==> config.mk <==
export PLATFORM = sky130hd
export DESIGN_NAME = checkout_sequencer
export DESIGN_NICKNAME = d
export VERILOG_FILES = /design/src/rtl/checkout_sequencer.sv
export SDC_FILE = /design/constraint.sdc
export NUM_CORES = 1
export LEC_CHECK = 0
export CAP_MARGIN = 0
export CORE_ASPECT_RATIO = 0.9
export CORE_MARGIN = 2
export CORE_UTILIZATION = 45
export DETAILED_ROUTE_END_ITERATION = 12
export GPL_ROUTABILITY_DRIVEN = 0
export PLACE_DENSITY = 0.72
export SLEW_MARGIN = 20
export SYNTH_ARGS = -nofsm -noshare
export SYNTH_HDL_FRONTEND = slang
export SYNTH_SLANG_ARGS = --single-unit
==> constraint.sdc <==
create_clock -name CLOCK_50 -period 5.1 [get_ports CLOCK_50]
set_input_delay 0.51 -clock CLOCK_50 [delete_from_list [all_inputs] [get_ports CLOCK_50]]
set_output_delay 0.51 -clock CLOCK_50 [all_outputs]
set_load 0.03 [all_outputs]
==> src/rtl/checkout_sequencer.sv <==
// checkout_sequencer
//   Sale-terminal sequencer: barcode entry, quantity pick, basket-edit cursor
//   and checkout confirm. Owns the barcode digit shift register and an
//   inactivity timer; all outputs are registered, pulses last one cycle.
// Ports
//   CLOCK_50, RESET_N          clock, async active-low reset
//   key_pulse[NUM_KEYS]        one-cycle key presses (key i = digit NUM_KEYS-i)
//   cmd_select/cancel/end      one-cycle command pulses
//   edit_sw                    level, 1 = basket-edit mode
//   lookup_valid, lookup_id    combinational product lookup of barcode_out
//   basket_count               items in basket
//   barcode_out, digits_entered  shift register (newest digit in LSBs), fill
//   state_out                  IDLE=0 BARCODE=1 QTY=2 EDIT=3 END=4
//   add_pulse/add_id/add_qty   add request (id/qty held until next add)
//   remove_pulse, cursor       basket-edit remove request and cursor
//   checkout_pulse, error_pulse
module checkout_sequencer #(
    parameter int NUM_KEYS    = 4,
    parameter int DIGIT_W     = 4,
    parameter int BC_DIGITS   = 4,
    parameter int ID_W        = 4,
    parameter int QTY_MAX     = 4,
    parameter int CNT_W       = 4,
    parameter int TIMEOUT_CYC = 0
) (
    input  logic                           CLOCK_50,
    input  logic                           RESET_N,
    input  logic [NUM_KEYS-1:0]            key_pulse,
    input  logic                           cmd_select,
    input  logic                           cmd_cancel,
    input  logic                           cmd_end,
    input  logic                           edit_sw,
    input  logic                           lookup_valid,
    input  logic [ID_W-1:0]                lookup_id,
    input  logic [CNT_W-1:0]               basket_count,
    output logic [BC_DIGITS*DIGIT_W-1:0]   barcode_out,
    output logic [$clog2(BC_DIGITS+1)-1:0] digits_entered,
    output logic [2:0]                     state_out,
    output logic                           add_pulse,
    output logic [ID_W-1:0]                add_id,
    output logic [$clog2(QTY_MAX+1)-1:0]   add_qty,
    output logic                           remove_pulse,
    output logic [CNT_W-1:0]               cursor,
    output logic                           checkout_pulse,
    output logic                           error_pulse
);
    localparam int BCW = BC_DIGITS * DIGIT_W;
    localparam int DEW = $clog2(BC_DIGITS + 1);
    localparam int QW  = $clog2(QTY_MAX + 1);
    localparam int TW  = (TIMEOUT_CYC > 1) ? $clog2(TIMEOUT_CYC) : 1;
    localparam int TMO_LAST = (TIMEOUT_CYC > 0) ? TIMEOUT_CYC - 1 : 0;
    localparam logic [DEW-1:0] BC_FULL = DEW'(BC_DIGITS);
    localparam logic [TW-1:0]  TMO_LV  = TW'(TMO_LAST);

    typedef enum logic [2:0] {
        S_IDLE = 3'd0, S_BARCODE = 3'd1, S_QTY = 3'd2, S_EDIT = 3'd3, S_END = 3'd4
    } state_t;

    state_t           r_state, w_state;
    logic [BCW-1:0]   r_bc, w_bc;
    logic [DEW-1:0]   r_cnt, w_cnt;
    logic [ID_W-1:0]  r_add_id, w_add_id;
    logic [QW-1:0]    r_add_qty, w_add_qty;
    logic [CNT_W-1:0] r_cursor, w_cursor;
    logic             r_add_p, w_add_p, r_rem_p, w_rem_p;
    logic             r_chk_p, w_chk_p, r_err_p, w_err_p;
    logic [TW-1:0]    r_tmr, w_tmr;
    logic             r_edit_d;

    // Key decode: only a single set bit counts as a press.
    logic               w_key_vld, w_qty_ok, w_down, w_up;
    logic [DIGIT_W-1:0] w_digit;
    logic [QW-1:0]      w_qty;
    always_comb begin
        w_digit  = '0;
        w_qty    = '0;
        w_qty_ok = 1'b0;
        for (int i = 0; i < NUM_KEYS; i++) begin
            if (key_pulse[i]) begin
                w_digit  = DIGIT_W'(NUM_KEYS - i);
                w_qty    = QW'(NUM_KEYS - i);
                w_qty_ok = (NUM_KEYS - i) <= QTY_MAX;
            end
        end
    end
    assign w_key_vld = $onehot(key_pulse);
    assign w_down    = w_key_vld && key_pulse[NUM_KEYS-2];
    assign w_up      = w_key_vld && key_pulse[1];

    logic [BCW-1:0] w_shift;
    assign w_shift = (r_bc << DIGIT_W) | BCW'(w_digit);

    logic w_activity, w_timed, w_tmo, w_edit_rise, w_full;
    assign w_activity  = (|key_pulse) | cmd_select | cmd_cancel | cmd_end;
    assign w_timed     = (r_state == S_BARCODE) || (r_state == S_QTY) || (r_state == S_END);
    assign w_tmo       = (TIMEOUT_CYC != 0) && w_timed && !w_activity && (r_tmr == TMO_LV);
    assign w_edit_rise = edit_sw && !r_edit_d;
    assign w_full      = (r_cnt == BC_FULL);

    // Cursor helpers: wider compare so basket_count-1 never wraps.
    logic [CNT_W:0]   w_cur_p1;
    logic [CNT_W-1:0] w_cur_max;
    assign w_cur_p1  = {1'b0, r_cursor} + (CNT_W+1)'(1);
    assign w_cur_max = (basket_count == '0) ? '0 : basket_count - CNT_W'(1);

    assign w_tmr = (!w_timed || w_activity || w_tmo) ? '0 : r_tmr + TW'(1);

    always_comb begin
        w_state   = r_state;
        w_bc      = r_bc;
        w_cnt     = r_cnt;
        w_add_id  = r_add_id;
        w_add_qty = r_add_qty;
        w_cursor  = r_cursor;
        w_add_p   = 1'b0;
        w_rem_p   = 1'b0;
        w_chk_p   = 1'b0;
        w_err_p   = 1'b0;
        // cmd_end from a non-EDIT, non-END state: empty basket is an error.
        if (cmd_end && !cmd_cancel && r_state != S_EDIT && r_state != S_END) begin
            if (basket_count == '0) begin
                w_err_p = 1'b1;
                w_bc    = '0;
                w_cnt   = '0;
                w_state = S_IDLE;
            end else begin
                w_state = S_END;
            end
        end else begin
            case (r_state)
                S_IDLE: begin
                    if (edit_sw) begin
                        w_cursor = '0;
                        w_state  = S_EDIT;
                    end else if (w_key_vld) begin
                        w_bc    = w_shift;
                        w_cnt   = DEW'(1);
                        w_state = S_BARCODE;
                    end
                end
                S_BARCODE: begin
                    if (cmd_cancel) begin
                        w_bc    = '0;
                        w_cnt   = '0;
                        w_state = S_IDLE;
                    end else if (cmd_select) begin
                        if (w_full && lookup_valid) begin
                            w_add_id = lookup_id;
                            w_state  = S_QTY;
                        end else if (w_full) begin
                            w_err_p = 1'b1;
                            w_bc    = '0;
                            w_cnt   = '0;
                            w_state = S_IDLE;
                        end
                    end else if (w_edit_rise) begin
                        w_bc     = '0;
                        w_cnt    = '0;
                        w_cursor = '0;
                        w_state  = S_EDIT;
                    end else if (w_key_vld) begin
                        if (!w_full) begin
                            w_bc  = w_shift;
                            w_cnt = r_cnt + DEW'(1);
                        end
                    end else if (w_tmo) begin
                        w_err_p = 1'b1;
                        w_bc    = '0;
                        w_cnt   = '0;
                        w_state = S_IDLE;
                    end
                end
                S_QTY: begin
                    if (cmd_cancel || w_tmo) begin
                        w_err_p = w_tmo;
                        w_bc    = '0;
                        w_cnt   = '0;
                        w_state = S_IDLE;
                    end else if (!cmd_select && w_key_vld) begin
                        if (w_qty_ok) begin
                            w_add_qty = w_qty;
                            w_add_p   = 1'b1;
                            w_bc      = '0;
                            w_cnt     = '0;
                            w_state   = S_IDLE;
                        end else begin
                            w_err_p = 1'b1;
                        end
                    end
                end
                S_EDIT: begin
                    if (!edit_sw) begin
                        w_cursor = '0;
                        w_state  = S_IDLE;
                    end else if (cmd_select && basket_count != '0) begin
                        w_rem_p = 1'b1;
                    end else if (w_down) begin
                        if (w_cur_p1 < {1'b0, basket_count}) w_cursor = w_cur_p1[CNT_W-1:0];
                    end else if (w_up) begin
                        if (r_cursor != '0) w_cursor = r_cursor - CNT_W'(1);
                    end else if (r_cursor > w_cur_max) begin
                        // basket shrank (e.g. after a remove): pull cursor back in range
                        w_cursor = w_cur_max;
                    end
                end
                S_END: begin
                    if (cmd_cancel) begin
                        w_state = S_IDLE;
                    end else if (cmd_end) begin
                        w_chk_p   = 1'b1;
                        w_bc      = '0;
                        w_cnt     = '0;
                        w_add_id  = '0;
                        w_add_qty = '0;
                        w_cursor  = '0;
                        w_state   = S_IDLE;
                    end else if (w_tmo) begin
                        w_err_p = 1'b1;
                        w_bc    = '0;
                        w_cnt   = '0;
                        w_state = S_IDLE;
                    end
                end
                default: w_state = S_IDLE;
            endcase
        end
    end

    always_ff @(posedge CLOCK_50 or negedge RESET_N) begin
        if (!RESET_N) begin
            r_state   <= S_IDLE;
            r_bc      <= '0;
            r_cnt     <= '0;
            r_add_id  <= '0;
            r_add_qty <= '0;
            r_cursor  <= '0;
            r_add_p   <= 1'b0;
            r_rem_p   <= 1'b0;
            r_chk_p   <= 1'b0;
            r_err_p   <= 1'b0;
            r_tmr     <= '0;
            r_edit_d  <= 1'b0;
        end else begin
            r_state   <= w_state;
            r_bc      <= w_bc;
            r_cnt     <= w_cnt;
            r_add_id  <= w_add_id;
            r_add_qty <= w_add_qty;
            r_cursor  <= w_cursor;
            r_add_p   <= w_add_p;
            r_rem_p   <= w_rem_p;
            r_chk_p   <= w_chk_p;
            r_err_p   <= w_err_p;
            r_tmr     <= w_tmr;
            r_edit_d  <= edit_sw;
        end
    end

    assign barcode_out    = r_bc;
    assign digits_entered = r_cnt;
    assign state_out      = r_state;
    assign add_pulse      = r_add_p;
    assign add_id         = r_add_id;
    assign add_qty        = r_add_qty;
    assign remove_pulse   = r_rem_p;
    assign cursor         = r_cursor;
    assign checkout_pulse = r_chk_p;
    assign error_pulse    = r_err_p;
endmodule

==> impl_metrics.ini <==
[route]
totalWireLength_um = 5730
drt_first_pass_iters = 4
vias = 2199
via_per_inst = 5.61
ant_nets = 0
detail_route.iter0.violations = 179
wire_per_inst_um = 14.6
drc = 0

[global_route]
grt.overflow.total = 0
grt_pass1_vias = 1987
grt_max_degree = 35
antenna_found_initial = 0
gr-usage-all-layers_pct = 18.9
grt_pass1_wl_um = 9450

[layout]
fin_util_pct = 60.0
syn_to_final_growth_pct = 25.8
most-common-layout-cells = clkdlybuf4s50_1, nand2_1, dfrtp_1
drive_above_1_share_pct = 12.0
final_nets = 361
n_antenna_cell = 0
final_common_cell = clkdlybuf4s50_1
fin_cells = 392

[sta]
setup_viol = 0
drv_slew = 0
holdWs_ns = 0.491
clock_skew_ns = 0.00782
hold_viol = 0
tightestPinTransition_ns = 1.05
finalCriticalPeriod_ns = 3.62
clock.fmax_mhz = 276
worst_slack_ns = 1.48
fin_tns_setup_ns = 0
finalCritPeriodShare_pct = 71.1
slew_headroom_pct = 29.4
rsz0062_at_grt = false

[clock_network]
cts.sinks = 34
cts_htree_levels = 2
cts_tree = built
hold_buffers = 0
postCtsResizedCells = 0
cts_made_buffers = 5
clockRootBuffer = clkbuf_8
postCtsSetupBuffers = 0
clk_pin_slew_worst_paths_ns = 0.08
insertion_delay_ns = 0.30
cts_max_path_buffers = 2

[critical_path]
cp_max_fo = 30
cp.depth = 11
cp.required_ns = 5.34
cp_cell_sequence = clkdlybuf4s50_1 -> inv_1 -> fa_1 -> inv_1 -> ha_1 -> ha_1 -> or3b_4 -> o311ai_4 -> nand4_4 -> a211oi_2 -> a21o_1
path_class = in2reg
reg2regPathDepth = 8
start_kind = primary input
worstPathArrival_ns = 3.87
critPathCaptureType = flop
crit_family = adder cells
cpPeakStageDelay_ns = 0.52
cp.buffers_inverters = 3
cpMaxStageDelayCell = clkdlybuf4s50_1

[run_status]
status = completed

[synth]
avgSynthCellArea_um2 = 9.24
synthTopCellsByArea = dfrtp_1, ha_1, nand2_1
synth_cells = 276
synth_ff_type = dfrtp_1
async_flop_share_pct = 100
ys_seq_elements = 34
ys_warn_count = 0
seq_area_frac_synth_pct = 33.3
synth_edf_count = 0
synth_top_area_share_pct = 33.3
syn_area_um2 = 2550
synth_top_area_cell = dfrtp_1
synthDistinctLibCells = 61

[placement]
post-place-ws_ns = 1.16
placed_cells = 384
io_buffers = 51
dpl.hpwl_um = 4190

[job]
maxCapViolations = 0

[power]
peakVddDrop_uv = 269
combPwrFrac_pct = 48.5
switching_share_pct = 42.9
p_switching_w = 0.000604
powerDensity_nw_per_um2 = 438
pwr-share-seq_pct = 29.6
cell_internal_pwr_w = 0.000803
power.share.clock_pct = 21.9
p_leak_nw = 1.39

[die]
io_pins = 56
die_h_um = 75.4
rows = 25
start_util_pct = 47.7
die_w_um = 83.4
core_um2 = 5350
die_area_um2 = 6290

[worst_hold_path]
holdPathStages = 2
min_path_type = reg2reg
==> cell usage after synthesis, types with 6 or more instances <==
cell type  instances
a21oi_1           10
buf_4              6
dfrtp_1           34
ha_1              17
inv_1             27
mux2_1             6
mux2i_1            6
nand2_1           35
nand3_1            7
nor2_1            16
nor3_1             6
o21ai_0            9
o21ai_1            6
o31ai_2           10
==> worst reg2reg max path: cells and delay by family (launching register included) <==
family,cells,cell delay (ns)
mux,1,0.33
simple gates,1,0.12
fa+ha+maj,2,0.65
buf+inv,1,0.14
flops,1,0.48
compound gates,3,0.71
==> power by group through the flow <==
stage / Clock, W / Combinational, W / Sequential [W]
floorplan: 0 / 0.000383 / 0.000516
global route: 0.000325 / 0.000737 / 0.000429
global placement: 0 / 0.000671 / 0.000420
finish: 0.000308 / 0.000683 / 0.000416
detailed placement: 0 / 0.000679 / 0.000421
CTS: 0.000313 / 0.000684 / 0.000416
==> state kept, by name, summed over array words and instances (netlist names) <==
name,cells
state_out,3
r_edit_d,1
add_qty,3
cursor,4
digits_entered,3
error_pulse,1
checkout_pulse,1
add_pulse,1
remove_pulse,1
barcode_out,12
add_id,4
==> final timing paths <==
kind / start / end / slack [ns]
min in group asynchronous: RESET_N / cursor[2]$_DFFE_PN0P_ / 0.60
hold / removal: barcode_out[13]$_DFFE_PN0P_ / barcode_out[13]$_DFFE_PN0P_ / 0.49
max in group asynchronous: RESET_N / state_out[1]$_DFFE_PN0P_ / 4.18
hold reg to reg: barcode_out[13]$_DFFE_PN0P_ / barcode_out[13]$_DFFE_PN0P_ / 0.49
setup reg to reg: cursor[0]$_DFFE_PN0P_ / cursor[2]$_DFFE_PN0P_ / 2.55
setup / recovery: key_pulse[1] / digits_entered[0]$_DFFE_PN0P_ / 1.48
==> through the flow <==
stage	total power [W]	cell area, um2
after global placement	0.00109	3070
after floorplan	0.000900	2560
after CTS	0.00141	3210
after detailed placement	0.00110	3070
final	0.00141	3210
after global routing	0.00149	3210
==> final cells by class <==
class                   count  area (um2)
inverters                  27         101
multi-input cells         204        1520
clock inverters             3        68.8
clock buffers               5        68.8
fillers                   449        2140
well taps                  67        83.8
flip-flops and latches     34         851
repair buffers             52         518
==> kinds of logic (layout without fill, tap and decap cells) <==
logic type               Yosys count  after routing  synth area share [%]
buffers and inverters             41             87                  7.75
flip-flops                        34             34                  33.3
XOR/XNOR                           6              6                  2.06
multiplexers                      12             12                  5.00
adder cells (fa/ha/maj)           18             18                  9.12
AND/OR/NAND/NOR                  102            102                  23.2
AO/OA/AOI/OAI                     62             62                  19.4
other                              1              4                 0.147
==> per-layer routing <==
layer / share of wire (%) / track usage [%] / vias to the layer above
met5: 0 / 0 / -
met4: 1.1 / 4.92 / 0
met3: 8.1 / 5.42 / 7
met2: 43 / 28.4 / 88
met1: 48 / 27.0 / 1036
li1: - / - / 1068
Power figures use the tool's default switching activity.
